<file path="config.mk">
export PLATFORM = sky130hd
export DESIGN_NAME = lever_ctrl
export DESIGN_NICKNAME = d
export VERILOG_FILES = /design/src/rtl/lever_ctrl.sv
export SDC_FILE = /design/constraint.sdc
export NUM_CORES = 1
export LEC_CHECK = 0
export ABC_AREA = 1
export BUFFER_PORTS_ARGS = -buffer_cell sky130_fd_sc_hd__clkbuf_2
export CORE_MARGIN = 2
export CORE_UTILIZATION = 54
export CTS_CLUSTER_DIAMETER = 50
export CTS_CLUSTER_SIZE = 30
export DETAILED_ROUTE_END_ITERATION = 16
export GPL_TIMING_DRIVEN = 0
export PLACE_DENSITY = 0.8
export SYNTH_ARGS = -nofsm -noshare
export SYNTH_HDL_FRONTEND = slang
export SYNTH_SLANG_ARGS = --single-unit
</file>
<file path="constraint.sdc">
create_clock -name clk -period 3.32 [get_ports clk]
set_input_delay 0.332 -clock clk [delete_from_list [all_inputs] [get_ports clk]]
set_output_delay 0.332 -clock clk [all_outputs]
set_load 0.005 [all_outputs]
</file>
<file path="src/rtl/lever_ctrl.sv">
// Mouse-side control for the on-screen lever: hover hit test, button debounce
// and the click FSM that steps the lever through neutral, up and down.
module lever_ctrl #(
  parameter int LEVER_POSIT_X   = 100,
  parameter int LEVER_POSIT_Y   = 100,
  parameter int WIDTH           = 100,
  parameter int HEIGHT          = 50,
  parameter int HIGHLIGHT_RANGE = 3,
  parameter int DEBOUNCE        = 65000
) (
  input  logic        clk,
  input  logic        rst,
  input  logic [11:0] xpos,
  input  logic [11:0] ypos,
  input  logic        left,
  output logic        hover,
  output logic [1:0]  lever_state,
  output logic        pulled,
  output logic        busy
);

  localparam int CNT_W = $clog2(DEBOUNCE + 1);
  localparam logic [CNT_W-1:0] CNT_LAST = CNT_W'(DEBOUNCE - 1);
  localparam logic [CNT_W-1:0] CNT_MAX  = CNT_W'(DEBOUNCE);

  // Signed bounds so a highlight margin reaching past pixel 0 cannot wrap.
  localparam logic signed [12:0] X_LO = 13'(LEVER_POSIT_X - HIGHLIGHT_RANGE);
  localparam logic signed [12:0] X_HI = 13'(LEVER_POSIT_X + WIDTH + HIGHLIGHT_RANGE);
  localparam logic signed [12:0] Y_LO = 13'(LEVER_POSIT_Y - HIGHLIGHT_RANGE);
  localparam logic signed [12:0] Y_HI = 13'(LEVER_POSIT_Y + HEIGHT + HIGHLIGHT_RANGE);

  typedef enum logic [1:0] {
    IDLE     = 2'd0,
    PRESS    = 2'd1,
    WAIT_REL = 2'd2
  } state_t;

  logic signed [12:0] x_s;
  logic signed [12:0] y_s;
  logic               hover_nxt;

  logic [CNT_W-1:0]   db_cnt;
  logic               btn_db;
  logic               btn_prev;
  logic               btn_rise;
  logic               btn_fall;

  state_t             state;
  state_t             state_nxt;
  logic [1:0]         lever_nxt;
  logic               pulled_nxt;

  assign x_s = $signed({1'b0, xpos});
  assign y_s = $signed({1'b0, ypos});
  assign hover_nxt = (x_s >= X_LO) && (x_s <= X_HI) &&
                     (y_s >= Y_LO) && (y_s <= Y_HI);

  always_ff @(posedge clk or negedge rst) begin
    if (!rst) begin
      hover <= 1'b0;
    end else begin
      hover <= hover_nxt;
    end
  end

  // btn_db flips only after DEBOUNCE consecutive cycles of disagreement.
  always_ff @(posedge clk or negedge rst) begin
    if (!rst) begin
      db_cnt   <= '0;
      btn_db   <= 1'b0;
      btn_prev <= 1'b0;
    end else begin
      btn_prev <= btn_db;
      if (left == btn_db) begin
        db_cnt <= '0;
      end else if (db_cnt == CNT_LAST) begin
        btn_db <= left;
        db_cnt <= '0;
      end else if (db_cnt != CNT_MAX) begin
        db_cnt <= db_cnt + 1'b1;
      end
    end
  end

  assign btn_rise = btn_db & ~btn_prev;
  assign btn_fall = ~btn_db & btn_prev;

  always_comb begin
    state_nxt  = state;
    lever_nxt  = lever_state;
    pulled_nxt = 1'b0;
    case (state)
      IDLE: begin
        if (btn_rise) begin
          state_nxt = hover ? PRESS : WAIT_REL;
        end
      end
      PRESS: begin
        // Losing hover wins over a simultaneous release: the click is aborted.
        if (!hover) begin
          state_nxt = btn_db ? WAIT_REL : IDLE;
        end else if (btn_fall) begin
          state_nxt  = IDLE;
          pulled_nxt = 1'b1;
          case (lever_state)
            2'b00:   lever_nxt = 2'b01;
            2'b01:   lever_nxt = 2'b10;
            default: lever_nxt = 2'b00;
          endcase
        end
      end
      WAIT_REL: begin
        if (!btn_db) begin
          state_nxt = IDLE;
        end
      end
      default: state_nxt = IDLE;
    endcase
  end

  always_ff @(posedge clk or negedge rst) begin
    if (!rst) begin
      state       <= IDLE;
      lever_state <= 2'b00;
      pulled      <= 1'b0;
      busy        <= 1'b0;
    end else begin
      state       <= state_nxt;
      lever_state <= lever_nxt;
      pulled      <= pulled_nxt;
      busy        <= (state_nxt != IDLE);
    end
  end

endmodule

</file>
Yosys cells after proc, flatten, opt, wreduce, memory -nomap -nowiden
Index checks and enable logic that the tools add are counted.
{"block": "op_classes", "add_sub_neg": 1, "n_lt_le_gt_ge": 4, "n_eq_ne": 6, "mux": 14, "bitwise": 5, "reduce_logical": 9}
{"cell": "2-to-1 mux 16 bit", "n": 3}
{"cell": "greater-or-equal comparator 12 x 7 -> 1 bit, second input constant", "n": 2}
{"cell": "less-or-equal comparator 12 x 8 -> 1 bit, second input constant", "n": 2}
{"cell": "adder 16 x 1 -> 16 bit, second input constant", "n": 1}
{"cell": "== test 16 bit, second input constant", "n": 1}
{"cell": "!= test 16 bit, second input constant", "n": 1}
{"cell": "2-to-1 mux 2 bit", "n": 6}
{"cell": "case mux 2 bit (3 select lines)", "n": 1}
{"cell": "== test 2 x 1 -> 1 bit, second input constant", "n": 2}
{"cell": "logical NOT 2 bit", "n": 2}
{"cell": "case mux 2 bit (2 select lines)", "n": 1}
{"cell": "logical AND 1 bit", "n": 3}
{"cell": "2-to-1 mux 1 bit", "n": 3}
{"cell": "inverter 1 bit", "n": 3}
{"cell": "AND reduction 3 bit", "n": 1}
{"cell": "nonzero test 3 bit", "n": 1}
{"cell": "bitwise AND 1 bit", "n": 2}
{"cell": "== test 2 bit, second input constant", "n": 1}
{"cell": "AND reduction 2 bit", "n": 1}
{"cell": "nonzero test 2 bit", "n": 1}
{"cell": "== test 1 bit", "n": 1}
{"block": "word_totals", "ff_bits": 25, "input_bits": 27, "wordCells": 47}

Depth between registers and ports, before layout
{"block": "depth", "depth_word": 6, "depth_mapped": 9, "depth_no_buf": 9}

Worst setup path after synthesis
Ideal clock, no wire load.
{"block": "synth_timing", "kind": "register to register", "startpoint": "register db_cnt[0]", "endpoint": "register db_cnt[15]", "setup_ns": 0.119, "arrival_ns": 1.187, "slack_ns": 2.014, "stages_incl_launch_ff": 9, "period_less_slack_ns": 1.306, "path_cell_list": "dfrtp_1 ha_1 nand2_2 nor2_1 nand3_1 nor2_2 nor2_4 nand2_1 nor2_1"}
{"block": "synth_between", "elab_chain_len": 4}
{"element": "start, declared", "line_no": "42", "text": "logic [CNT_W-1:0] db_cnt;"}
{"element": "start signal, assigned", "line_no": "80", "text": "db_cnt <= db_cnt + 1'b1;"}
{"element": "adder 16 x 1 -> 16 bit", "line_no": "80"}
{"element": "2-to-1 mux 16 bit", "line_no": "79", "text": "end else if (db_cnt != CNT_MAX) begin"}
{"element": "2-to-1 mux 16 bit", "line_no": "76", "text": "end else if (db_cnt == CNT_LAST) begin"}
{"element": "2-to-1 mux 16 bit", "line_no": "74", "text": "if (left == btn_db) begin"}
Several ways; a longest one is shown, not always the timed one. The select of a mux whose other input is x is not followed.
A chain may end at the register's enable or synchronous reset.

Worst setup path after layout
{"block": "layout_timing", "startpoint": "register db_cnt[0]", "endpoint": "register db_cnt[1]"}
Same word-level chain as after synthesis.

==> impl_results.html <==
<table>
<tr><th>Metric</th><th>Value</th></tr>
<tr><th colspan="2">Status</th></tr>
<tr><td>Outcome</td><td>finished clean</td></tr>
<tr><th colspan="2">CTS</th></tr>
<tr><td>Buffers from clock root to sink, at most</td><td>2</td></tr>
<tr><td>Buffer type at the clock tree root</td><td>clkbuf_4</td></tr>
<tr><td>Post-CTS Setup Bufs</td><td>0</td></tr>
<tr><td>Depth of the CTS H-tree</td><td>1</td></tr>
<tr><td>Skew-Pair Late Insertion Delay</td><td>320 ps</td></tr>
<tr><td>Post-cts gate resize count</td><td>0</td></tr>
<tr><td>Number of buffers inserted during clock tree synthesis</td><td>3</td></tr>
<tr><td>Sink count of the clock tree</td><td>25</td></tr>
<tr><td>Hold bufs inserted after CTS</td><td>1</td></tr>
<tr><td>Clock tree from TritonCTS</td><td>yes</td></tr>
<tr><td>Clock-pin transition on the worst setup and hold timing paths</td><td>about 140 ps</td></tr>
<tr><th colspan="2">GRT</th></tr>
<tr><td>Remaining Overflow, GRT</td><td>0</td></tr>
<tr><td>Number of global-route vias before repair</td><td>1337</td></tr>
<tr><td>Pin count of the biggest net entering global routing</td><td>26</td></tr>
<tr><td>Global-route wire length before repair</td><td>5.382 mm</td></tr>
<tr><td>GR Util All Layers</td><td>0.2138</td></tr>
<tr><td>Antenna violations before repair</td><td>0</td></tr>
<tr><th colspan="2">Layout</th></tr>
<tr><td># fillers</td><td>roughly 200</td></tr>
<tr><td>Top library cells by usage in the layout, fill and taps aside</td><td>48 x nand2_1, 46 x nor2_1, 31 x clkbuf_2</td></tr>
<tr><td>Final #Nets</td><td>262</td></tr>
<tr><td>Antenna diode count</td><td>0</td></tr>
<tr><td>Post-synthesis to final-layout area growth</td><td>16.36%</td></tr>
<tr><td>Ratio of cells with drive above 1 in the final layout</td><td>0.1940</td></tr>
<tr><td>Leading cell type in the layout, fill and taps excluded</td><td>nand2_1</td></tr>
<tr><th colspan="2">Routing</th></tr>
<tr><td>Detailed-route via count</td><td>between 1000 and 1500</td></tr>
<tr><td>Final routed wire length divided by cell count</td><td>around 12 um</td></tr>
<tr><td>Starting DRC count in detailed routing</td><td>between 40 and 50</td></tr>
<tr><td>Number of DRC violations after detailed routing</td><td>0</td></tr>
<tr><td>DRT antenna net count</td><td>0</td></tr>
<tr><td>Wire length after detailed routing</td><td>just over 3 mm</td></tr>
<tr><td>Number of detailed-routing iterations run before antenna repair</td><td>4</td></tr>
<tr><td>DR vias/cell</td><td>a little over 5</td></tr>
<tr><th colspan="2">Floorplan</th></tr>
<tr><td>Die ar.</td><td>~0.0031 mm^2</td></tr>
<tr><td>Core box area</td><td>approximately 0.0025 mm^2</td></tr>
<tr><td>Initial core utilization</td><td>0.5742</td></tr>
<tr><td>Io pins</td><td>32</td></tr>
<tr><td>DIE HEIGHT</td><td>55.33 um</td></tr>
<tr><td>Die width</td><td>approximately 55 um</td></tr>
<tr><td>Cell Rows</td><td>18</td></tr>
<tr><th colspan="2">Place</th></tr>
<tr><td>HPWL after detailed placement</td><td>about 2.4 mm</td></tr>
<tr><td>Port buffer count</td><td>31</td></tr>
<tr><td>Final GP Congestion</td><td>between 0.8 and 0.9</td></tr>
<tr><th colspan="2">Synth</th></tr>
<tr><td>Per-instance average area after synthesis</td><td>about 7.3 um^2</td></tr>
<tr><td>Total nets after synthesis</td><td>225</td></tr>
<tr><td>Flop and latch count out of synthesis</td><td>25</td></tr>
<tr><td>Synth unique cells</td><td>21</td></tr>
<tr><td>FFs w/ async S/R, synth</td><td>1.000</td></tr>
<tr><td>Synthesized instance count</td><td>around 200</td></tr>
<tr><td>Leading register cell type out of synthesis</td><td>dfrtp_1</td></tr>
<tr><td>Post-synthesis sequential area ratio</td><td>0.4398</td></tr>
<tr><td>Count of flip-flops with a built-in enable after synthesis</td><td>0</td></tr>
<tr><td>Synth Warn #</td><td>0</td></tr>
<tr><td>Synth Cell Area</td><td>approximately 0.0014 mm^2</td></tr>
<tr><th colspan="2">Worst setup path</th></tr>
<tr><td>Critical Path Stages</td><td>8</td></tr>
<tr><td>Signal arrival time at the worst endpoint</td><td>around 1700 ps</td></tr>
<tr><td>CP max stage cell</td><td>dfrtp_1</td></tr>
<tr><td>Crit path max-delay family</td><td>simple AND/OR/NAND/NOR gates</td></tr>
<tr><td>Worst Path Max Fanout</td><td>6</td></tr>
<tr><td>Required time of the critical path</td><td>around 3600 ps</td></tr>
<tr><td>Total buffers and inverters traversed by the critical path</td><td>0</td></tr>
<tr><td>Ordered cell list for the critical path</td><td>ha_1 &gt; nand2_2 &gt; nor2_1 &gt; nand3_1 &gt; nor2_2 &gt; nor2_4 &gt; nand2_1 &gt; nor2_1</td></tr>
<tr><td>Register-to-register setup slack</td><td>1810 ps</td></tr>
<tr><td>Category of the worst setup path launch point</td><td>flip-flop</td></tr>
<tr><td>Crit path kind</td><td>reg2reg</td></tr>
<tr><td>Cell repeated most along the worst path</td><td>nor2_1</td></tr>
<tr><td>Worst Setup End Kind</td><td>flip-flop</td></tr>
<tr><td>Number of cells traversed by the worst register-to-register path</td><td>8</td></tr>
<tr><td>Largest stage delay on the critical path</td><td>roughly 440 ps</td></tr>
<tr><th colspan="2">Timing</th></tr>
<tr><td>Skew final</td><td>~7.4 ps</td></tr>
<tr><td>RSZ-0062 raised after global routing</td><td>false</td></tr>
<tr><td>Final hold vios</td><td>0</td></tr>
<tr><td>Setup TNS after final layout</td><td>0 ps</td></tr>
<tr><td>Clock period minus final worst setup slack</td><td>approximately 1500 ps</td></tr>
<tr><td>Final setup vio count</td><td>0</td></tr>
<tr><td>Peak Freq</td><td>approximately 660 MHz</td></tr>
<tr><td>Hold WS</td><td>between 200 and 250 ps</td></tr>
<tr><td>Worst Max-Slew Pin Slew</td><td>609.7 ps</td></tr>
<tr><td>Max_slew headroom</td><td>0.5936</td></tr>
<tr><td>Final critical-path share of the clock period</td><td>0.4542</td></tr>
<tr><td>Count of final max-slew check failures</td><td>0</td></tr>
<tr><th colspan="2">Pwr</th></tr>
<tr><td>P_leak</td><td>roughly 0.77 nW</td></tr>
<tr><td>Cell-internal power</td><td>0.0003742 W</td></tr>
<tr><td>Pwr Density</td><td>between 300 and 400 mW/mm^2</td></tr>
<tr><td>Clock network fraction of design power</td><td>0.283</td></tr>
<tr><td>Proportion of total power due to net switching</td><td>0.2505</td></tr>
<tr><td>Worst ir drop on vdd</td><td>0.2984 mV</td></tr>
<tr><td>Net Sw Power</td><td>between 0.0001 and 0.00015 W</td></tr>
<tr><td>Sequential share of power</td><td>0.623</td></tr>
<tr><td>Part of the total power dissipated in combinational logic</td><td>0.094</td></tr>
<tr><th colspan="2">Worst hold path</th></tr>
<tr><td>Number of cells on the worst hold path</td><td>3</td></tr>
<tr><td>Path type of the worst min-delay path</td><td>in2reg</td></tr>
<tr><th colspan="2">Flow run</th></tr>
<tr><td>Max-cap violations</td><td>0</td></tr>
</table>
## layer usage
layer	vias to the layer above	track usage	share of wire	routed length, um
li1	697	-	-	-
met1	627	0.2477	0.42	1301
met2	21	0.4031	0.55	1684
met3	4	0.02576	0.022	67
met4	0	0.06969	0.0094	29
met5	-	0	0	0
## cells by family after synthesis
| logic type | Yosys count | share of synthesized area |
|---|---|---|
| and+or+nand+nor | 133 | 0.4107 |
| DFF | 25 | 0.4398 |
| buffers and inverters | 20 | 0.05277 |
| AOI/OAI and AO/OA | 11 | 0.04310 |
| xor gates and xnor gates | 5 | 0.03606 |
| adders and majority gates | 2 | 0.01759 |
## power groups by stage
stage / logic (W) / clock network [W] / registers, W
final: 0.0000469 / 0.000141 / 0.000311
after detailed placement: 0.0000463 / 0 / 0.000317
after floorplan: 0.0000194 / 0 / 0.000316
after global routing: 0.0000545 / 0.000152 / 0.000312
after CTS: 0.0000473 / 0.000145 / 0.000311
after global placement: 0.0000435 / 0 / 0.000317
## path summary, 6_finish.rpt
path / endpoint / start
setup / recovery: db_cnt[1] / db_cnt[0]
hold / removal: hover / xpos[7]
setup reg to reg: db_cnt[1] / db_cnt[0]
hold reg to reg: lever_state[1] / lever_state[1]
max in group asynchronous: db_cnt[14] / rst
min in group asynchronous: db_cnt[13] / rst
## registers in the layout, summed over array words and instances, names as in the netlist
name,count
hover,1
btn_prev,1
db_cnt,16
btn_db,1
busy,1
lever_state,2
state,2
pulled,1
## cell usage after synthesis, types with 2 or more instances
| master | n | area share |
|---|---|---|
| dfrtp_1 | 25 | 0.44 |
| a21oi_1 | 4 | 0.014 |
| nor2_4 | 2 | 0.016 |
| nor2_2 | 3 | 0.013 |
| nand3_1 | 11 | 0.039 |
| nand2_2 | 2 | 0.0088 |
| nor3_1 | 9 | 0.032 |
| nor2_1 | 46 | 0.12 |
| ha_1 | 2 | 0.018 |
| inv_1 | 19 | 0.050 |
| o21bai_1 | 2 | 0.011 |
| nor3b_1 | 2 | 0.011 |
| nand4_1 | 8 | 0.035 |
| xor2_1 | 4 | 0.025 |
| o21ai_0 | 4 | 0.014 |
| nand2_1 | 48 | 0.13 |
## stage by stage
stage          setup WS, ps  utilization  instance area [um^2]  instances  total power [W]
2_1_floorplan          2014            -                  1423        196        0.0003356
3_5_place_dp           1830       0.6520                  1615        257        0.0003632
4_1_cts                1810       0.6682                  1655        262        0.0005038
5_1_grt                1661       0.6682                  1655        262        0.0005188
3_3_place_gp           1883       0.6520                  1615        257        0.0003603
6_report               1812       0.6682                  1655        262        0.0004992
## cell type report
| class | instances | area (um^2) | area share |
|---|---|---|---|
| repair buffers | 32 | 165.2 | 0.09977 |
| multi-input cells | 151 | 721.9 | 0.4361 |
| inverters | 20 | 75.07 | 0.04535 |
| well taps | 30 | 37.54 | 0.02268 |
| clock inverters | 1 | 7.507 | 0.004535 |
| flip-flops and latches | 25 | 625.6 | 0.3779 |
| clock buffers | 3 | 22.52 | 0.01361 |
## tightest hold or removal path, stage by stage
cell and delay [ps]:
clkbuf_2 90, a31oi_1 40, nor2_1 70
No activity file was read; power rests on OpenSTA's default activity.
